**config.mk**
```make
export PLATFORM = sky130hd
export DESIGN_NAME = sprite_line_scheduler
export DESIGN_NICKNAME = d
export VERILOG_FILES = /design/src/rtl/sprite_pkg.sv /design/src/rtl/sprite_line_scheduler.sv
export SDC_FILE = /design/constraint.sdc
export NUM_CORES = 1
export LEC_CHECK = 0
export BUFFER_PORTS_ARGS = -buffer_cell sky130_fd_sc_hd__buf_2
export CAP_MARGIN = 5
export CORE_MARGIN = 1
export CORE_UTILIZATION = 56
export DETAILED_ROUTE_END_ITERATION = 8
export PLACE_DENSITY = 0.84
export SYNTH_ARGS = -nofsm -noshare
export SYNTH_HDL_FRONTEND = slang
export SYNTH_SLANG_ARGS = --single-unit
```
**constraint.sdc**
```tcl
create_clock -name clk -period 6.5 [get_ports clk]
set_input_delay 0.65 -clock clk [delete_from_list [all_inputs] [get_ports clk]]
set_output_delay 0.65 -clock clk [all_outputs]
set_load 0.05 [all_outputs]
```
**src/rtl/sprite_pkg.sv**
```systemverilog
// Shared definitions for the sprite pipeline: attribute word layout, screen
// constants, scheduler state encoding and the per-line row hit test.
package sprite_pkg;

  localparam int EN_BIT    = 31;
  localparam int FLIP_BIT  = 30;
  localparam int X_MSB     = 29;
  localparam int X_LSB     = 20;
  localparam int Y_MSB     = 19;
  localparam int Y_LSB     = 10;
  localparam int FRAME_MSB = 7;
  localparam int FRAME_LSB = 0;

  localparam int SPRITE_W  = 16;
  localparam int SPRITE_H  = 16;
  localparam int SCREEN_W  = 640;

  typedef enum logic [2:0] {
    IDLE,
    FETCH,
    EVAL,
    ISSUE,
    BUSY,
    DRAIN
  } state_t;

  typedef struct packed {
    logic       hit;
    logic [3:0] row_off;
  } row_hit_t;

  // A borrow out of the 11-bit difference means the sprite starts below the line.
  function automatic row_hit_t sprite_row_hit(input logic [9:0] line_y, input logic [9:0] y);
    logic [10:0] diff;
    row_hit_t    r;
    diff      = {1'b0, line_y} - {1'b0, y};
    r.hit     = ~diff[10] & (diff[9:4] == 6'd0);
    r.row_off = diff[3:0];
    return r;
  endfunction

endpackage

```
**src/rtl/sprite_line_scheduler.sv**
```systemverilog
// Per-scanline sequencer: scans the sprite attribute RAM in index order and
// hands each sprite that covers the target line to the row drawer, one at a time.
module sprite_line_scheduler
  import sprite_pkg::*;
#(
  parameter int NUM_SPRITES  = 32,
  parameter int MAX_PER_LINE = 16,
  parameter int AW           = $clog2(NUM_SPRITES)
) (
  input  logic          clk,
  input  logic          reset,
  input  logic          line_start,
  input  logic [9:0]    line_y,
  output logic [AW-1:0] attr_addr,
  input  logic [31:0]   attr_q,
  output logic          drw_start,
  output logic [9:0]    drw_col_base,
  output logic          drw_flip,
  output logic [7:0]    drw_frame_id,
  output logic [3:0]    drw_row_off,
  input  logic          drw_done,
  output logic          busy,
  output logic          line_done,
  output logic          overflow,
  output logic          late
);

  localparam int            CW       = $clog2(MAX_PER_LINE + 1);
  localparam logic [AW-1:0] LAST_IDX = AW'(NUM_SPRITES - 1);

  state_t        state, state_n;
  logic [AW-1:0] idx, idx_n;
  logic [CW-1:0] cnt, cnt_n;
  logic [9:0]    target_y, target_y_n;
  logic [AW-1:0] attr_addr_n;
  logic          drw_start_n;
  logic [9:0]    drw_col_base_n;
  logic          drw_flip_n;
  logic [7:0]    drw_frame_id_n;
  logic [3:0]    drw_row_off_n;
  logic          busy_n;
  logic          line_done_n;
  logic          overflow_n;
  logic          late_n;
  logic          finish;
  row_hit_t      rh;

  logic unused_attr;
  assign unused_attr = ^attr_q[9:8];

  always_comb begin
    state_n        = state;
    idx_n          = idx;
    cnt_n          = cnt;
    target_y_n     = target_y;
    drw_start_n    = 1'b0;
    drw_col_base_n = drw_col_base;
    drw_flip_n     = drw_flip;
    drw_frame_id_n = drw_frame_id;
    drw_row_off_n  = drw_row_off;
    line_done_n    = 1'b0;
    overflow_n     = overflow;
    late_n         = 1'b0;
    finish         = 1'b0;
    rh             = sprite_row_hit(target_y, attr_q[Y_MSB:Y_LSB]);

    case (state)
      IDLE: begin
        if (line_start) begin
          target_y_n = line_y;
          idx_n      = '0;
          cnt_n      = '0;
          overflow_n = 1'b0;
          state_n    = FETCH;
        end
      end
      FETCH: state_n = EVAL;
      EVAL: begin
        if (attr_q[EN_BIT] && rh.hit) begin
          if (cnt < CW'(MAX_PER_LINE)) begin
            drw_col_base_n = attr_q[X_MSB:X_LSB];
            drw_flip_n     = attr_q[FLIP_BIT];
            drw_frame_id_n = attr_q[FRAME_MSB:FRAME_LSB];
            drw_row_off_n  = rh.row_off;
            drw_start_n    = 1'b1;
            state_n        = ISSUE;
          end else begin
            overflow_n = 1'b1;
            finish     = 1'b1;
          end
        end else if (idx == LAST_IDX) begin
          finish = 1'b1;
        end else begin
          idx_n   = idx + AW'(1);
          state_n = FETCH;
        end
      end
      ISSUE: state_n = BUSY;
      BUSY: begin
        if (drw_done) begin
          cnt_n = cnt + CW'(1);
          if (idx == LAST_IDX) begin
            finish = 1'b1;
          end else begin
            idx_n   = idx + AW'(1);
            state_n = FETCH;
          end
        end
      end
      DRAIN: begin
        if (drw_done) begin
          idx_n   = '0;
          cnt_n   = '0;
          state_n = FETCH;
        end
      end
      default: state_n = IDLE;
    endcase

    if (finish) begin
      state_n     = IDLE;
      line_done_n = 1'b1;
    end

    // A new line while busy aborts the current one; an in-flight draw must finish first.
    if (line_start && state != IDLE) begin
      late_n         = 1'b1;
      target_y_n     = line_y;
      overflow_n     = 1'b0;
      line_done_n    = 1'b0;
      drw_start_n    = 1'b0;
      drw_col_base_n = drw_col_base;
      drw_flip_n     = drw_flip;
      drw_frame_id_n = drw_frame_id;
      drw_row_off_n  = drw_row_off;
      if (state == FETCH || state == EVAL) begin
        idx_n   = '0;
        cnt_n   = '0;
        state_n = FETCH;
      end else begin
        state_n = DRAIN;
      end
    end

    // The RAM registers the address at the end of FETCH, so present it on entry.
    attr_addr_n = (state_n == FETCH) ? idx_n : attr_addr;
    busy_n      = (state_n != IDLE);
  end

  always_ff @(posedge clk) begin
    if (reset) begin
      state        <= IDLE;
      idx          <= '0;
      cnt          <= '0;
      target_y     <= '0;
      attr_addr    <= '0;
      drw_start    <= 1'b0;
      drw_col_base <= '0;
      drw_flip     <= 1'b0;
      drw_frame_id <= '0;
      drw_row_off  <= '0;
      busy         <= 1'b0;
      line_done    <= 1'b0;
      overflow     <= 1'b0;
      late         <= 1'b0;
    end else begin
      state        <= state_n;
      idx          <= idx_n;
      cnt          <= cnt_n;
      target_y     <= target_y_n;
      attr_addr    <= attr_addr_n;
      drw_start    <= drw_start_n;
      drw_col_base <= drw_col_base_n;
      drw_flip     <= drw_flip_n;
      drw_frame_id <= drw_frame_id_n;
      drw_row_off  <= drw_row_off_n;
      busy         <= busy_n;
      line_done    <= line_done_n;
      overflow     <= overflow_n;
      late         <= late_n;
    end
  end

endmodule

```
==> results.txt <==
hold path cells = 2
clk slew on worst S/H paths = 0.10 ns
Tot GR Track Use = 24.3%
Hold Crit Endpoint = drw_col_base[0]$_SDFFE_PP0P_
power density over the cells = 195 nW/um^2
die width = 74.1 um
Main synth FF type = dfxtp_1
Max Buffers Root-to-Sink = 2
Slew HR = 42.5%
number of global-route vias before repair = 2,367
DRC viols = 0
delay-heaviest family, CP = compound AO/OA/AOI/OAI gates
Placed Area = 3300 sq um
synthesized net count = 420
top-area cell type share of the netlist area = 38.5%
non-filler instance count after layout = 495
Layout fillers = 394
Post-Syn Area = 2910 sq um
Final Cycle Share = 58.5%
Critical Path Slowest Stage Cell = nand3_1
Yosys cell types = 58
MaxCap Viol Count = 0
Setup Buffers After CTS = 0
Hold WC Path Type = reg -> reg
Setup Skew = 0.00624 ns
row cnt = 25
Least-Margin Pin Slew = 0.861 ns
asr flop ratio synth = 0%
Final GP Congestion = 0.901
most numerous cell in the Yosys netlist = nand2_1
Syn Inst Count = 360
FF/Latch Area = 1120 sq um
Area contributors post-synth = dfxtp_1 39%, nand2_1 8.3%, a21oi_1 7.4%
CP max FO = 24
Num CTS Buffers = 5
register area share after synthesis = 38.5%
finished layout cell area = 3390 sq um
CTS sink count = 56
# IOs = 79
Power, Total = 662 uW
Buffers on Ports = 76
die extent in y = 74.1 um
CTS root buffer = clkbuf_8
Worst path max stage delay = 0.74 ns
Post-synth EDFFs = 0
fin crit period = 3.80 ns
crit path capture type = flop
Final Hold Fails = 0
largest net degree at the start of global routing = 46
cells on worst reg2reg path = 12
CTS tree = done
Worst EP arrival = 3.98 ns
Setup Viol. Count Final = 0
remaining global-route overflow = 0
Via density = 5.56
Initial Util = 60.0%
die area = 5490 sq um
Core Util, Final = 70.0%
r2r setup slk = 2.75 ns
critical path type = in -> reg
P&R area growth vs syn = 16.7%
Worst Path Required = 6.68 ns
HP Start = drw_col_base[0]$_SDFFE_PP0P_
DRT iter0 DRCs = 161
hold buffer count at CTS = 0
Detail Placement HPWL = 4690 um
antenna viol nets, final = 0
FMAX = 263 MHz
H-tree levels = 2
Avg WL per Cell = 12.9 um
r2r endpoint = drw_row_off[0]$_SDFFE_PP0P_
buffers and inverters on the worst path = 2
Mapped Avg Cell Area = 8.08 sq um
share of layout cells above drive strength 1 = 23.6%
first-pass GRT wire length = 10,300 um
Pleak = 1.53 nW
yosys warns = 0
final net count = 487
largest area contributor in the netlist = dfxtp_1
drt first pass iters = 6
RSZ-0062 raised after global routing = no
initial antenna violation count = 0
Routed WL = 6360 um
Ant. Diodes = 0
maximum vdd drop = 0.0000924 V
core area = 4850 sq um
fin. max-slew vios = 0
status = finished, final reports clean
total number of vias = 2,751
R2R Path Start = target_y[0]$_SDFFE_PP0P_
setup TNS = 0 ns
synthesis-stage register bit count = 56
footprint of the multi-input gates = 1630 sq um
critical-path cell list = buf_2 > ha_1 > inv_1 > fa_1 > a211oi_2 > o221a_2 > o2111ai_1 > a211o_4 > nor3_1 > nand3_1 > a21oi_1 > nor2_1
clk_lat worst skew = 0.31 ns
Placed Cells = 487
top cells by count, synth = 64 x nand2_1, 56 x dfxtp_1, 43 x a21oi_1
startpoint class of the critical path = primary input
PostCTS Resize Cnt = 0
-- stage by stage --
stage | hold slack [ns] | setup WS, ns
2_1_floorplan | 0.432 | 3.32
3_3_place_gp | 0.435 | 2.48
3_5_place_dp | 0.440 | 2.36
4_1_cts | 0.454 | 2.69
5_1_grt | 0.468 | 2.39
6_report | 0.452 | 2.70
-- layout by cell type, fill, tap and decap left out, types with 2 or more instances in the layout --
cell,instances
ha_1,13
a21o_1,6
or3_1,2
nor4_1,2
nor2_1,30
a21oi_2,2
buf_2,76
clkbuf_8,5
dfxtp_1,56
nand2_1,64
mux2i_1,10
xor2_1,2
o21ai_0,18
o211ai_1,3
a221oi_1,2
o221a_2,2
mux2_2,2
nand3_1,4
o22a_1,4
a21oi_1,43
a211oi_1,2
and2_1,3
nor2b_1,2
inv_1,22
nor3_1,5
nand4_1,4
nand2b_1,7
a31oi_1,5
-- how the worst max path moves through the flow --
stage,to,start,cells past startpoint
after floorplan,attr_addr[1]$_SDFFE_PP0N_,attr_q[10],11
after CTS,drw_row_off[0]$_SDFFE_PP0P_,attr_q[10],12
after global routing,drw_row_off[0]$_SDFFE_PP0P_,attr_q[10],12
after global placement,drw_row_off[0]$_SDFFE_PP0P_,attr_q[10],12
final,drw_row_off[0]$_SDFFE_PP0P_,attr_q[10],12
after detailed placement,drw_row_off[0]$_SDFFE_PP0P_,attr_q[10],12
-- flip-flops by register name (all words and copies together) (netlist names), 3 cells and up --
| register | count |
|---|---|
| drw_frame_id | 8 |
| attr_addr | 5 |
| drw_col_base | 10 |
| state | 3 |
| target_y | 10 |
| drw_row_off | 4 |
| cnt | 5 |
| idx | 5 |
-- tightest hold or removal path, cell delays in order, from the launching register on --
cell,delay (ns)
dfxtp_1,0.32
nand2_1,0.05
a21oi_1,0.05
-- cell families after synthesis --
logic type      Yosys count  share of synthesized area [%]
mux                      12                           4.22
xor+xnor                  3                          0.903
simple gates            133                           21.3
compound gates          103                           23.3
fa+ha+maj                14                           6.28
buf+inv                  39                           5.46
flops                    56                           38.5
-- routing by layer --
metal,global-route usage [%],wire (um)
met5,0,0
met4,9.19,108
met3,5.83,433
met2,43.2,3060
met1,28.3,2760
-- power breakdown --
part           total (mW)  switching [mW]  internal [mW]
sequential          0.357         0.00611          0.351
clock               0.193           0.116         0.0767
combinational       0.113          0.0676         0.0452
total               0.662           0.190          0.473
-- layout make-up --
| type | count | share of cell area, % |
|---|---|---|
| Inverter | 22 | 2.43 |
| Clock inverter | 3 | 0.627 |
| Timing Repair Buffer | 77 | 11.4 |
| Multi-Input combinational cell | 265 | 48.0 |
| Clock buffer | 5 | 2.03 |
| Sequential cell | 56 | 33.0 |
| Tap cell | 67 | 2.47 |
Power figures use the tool's default switching activity.
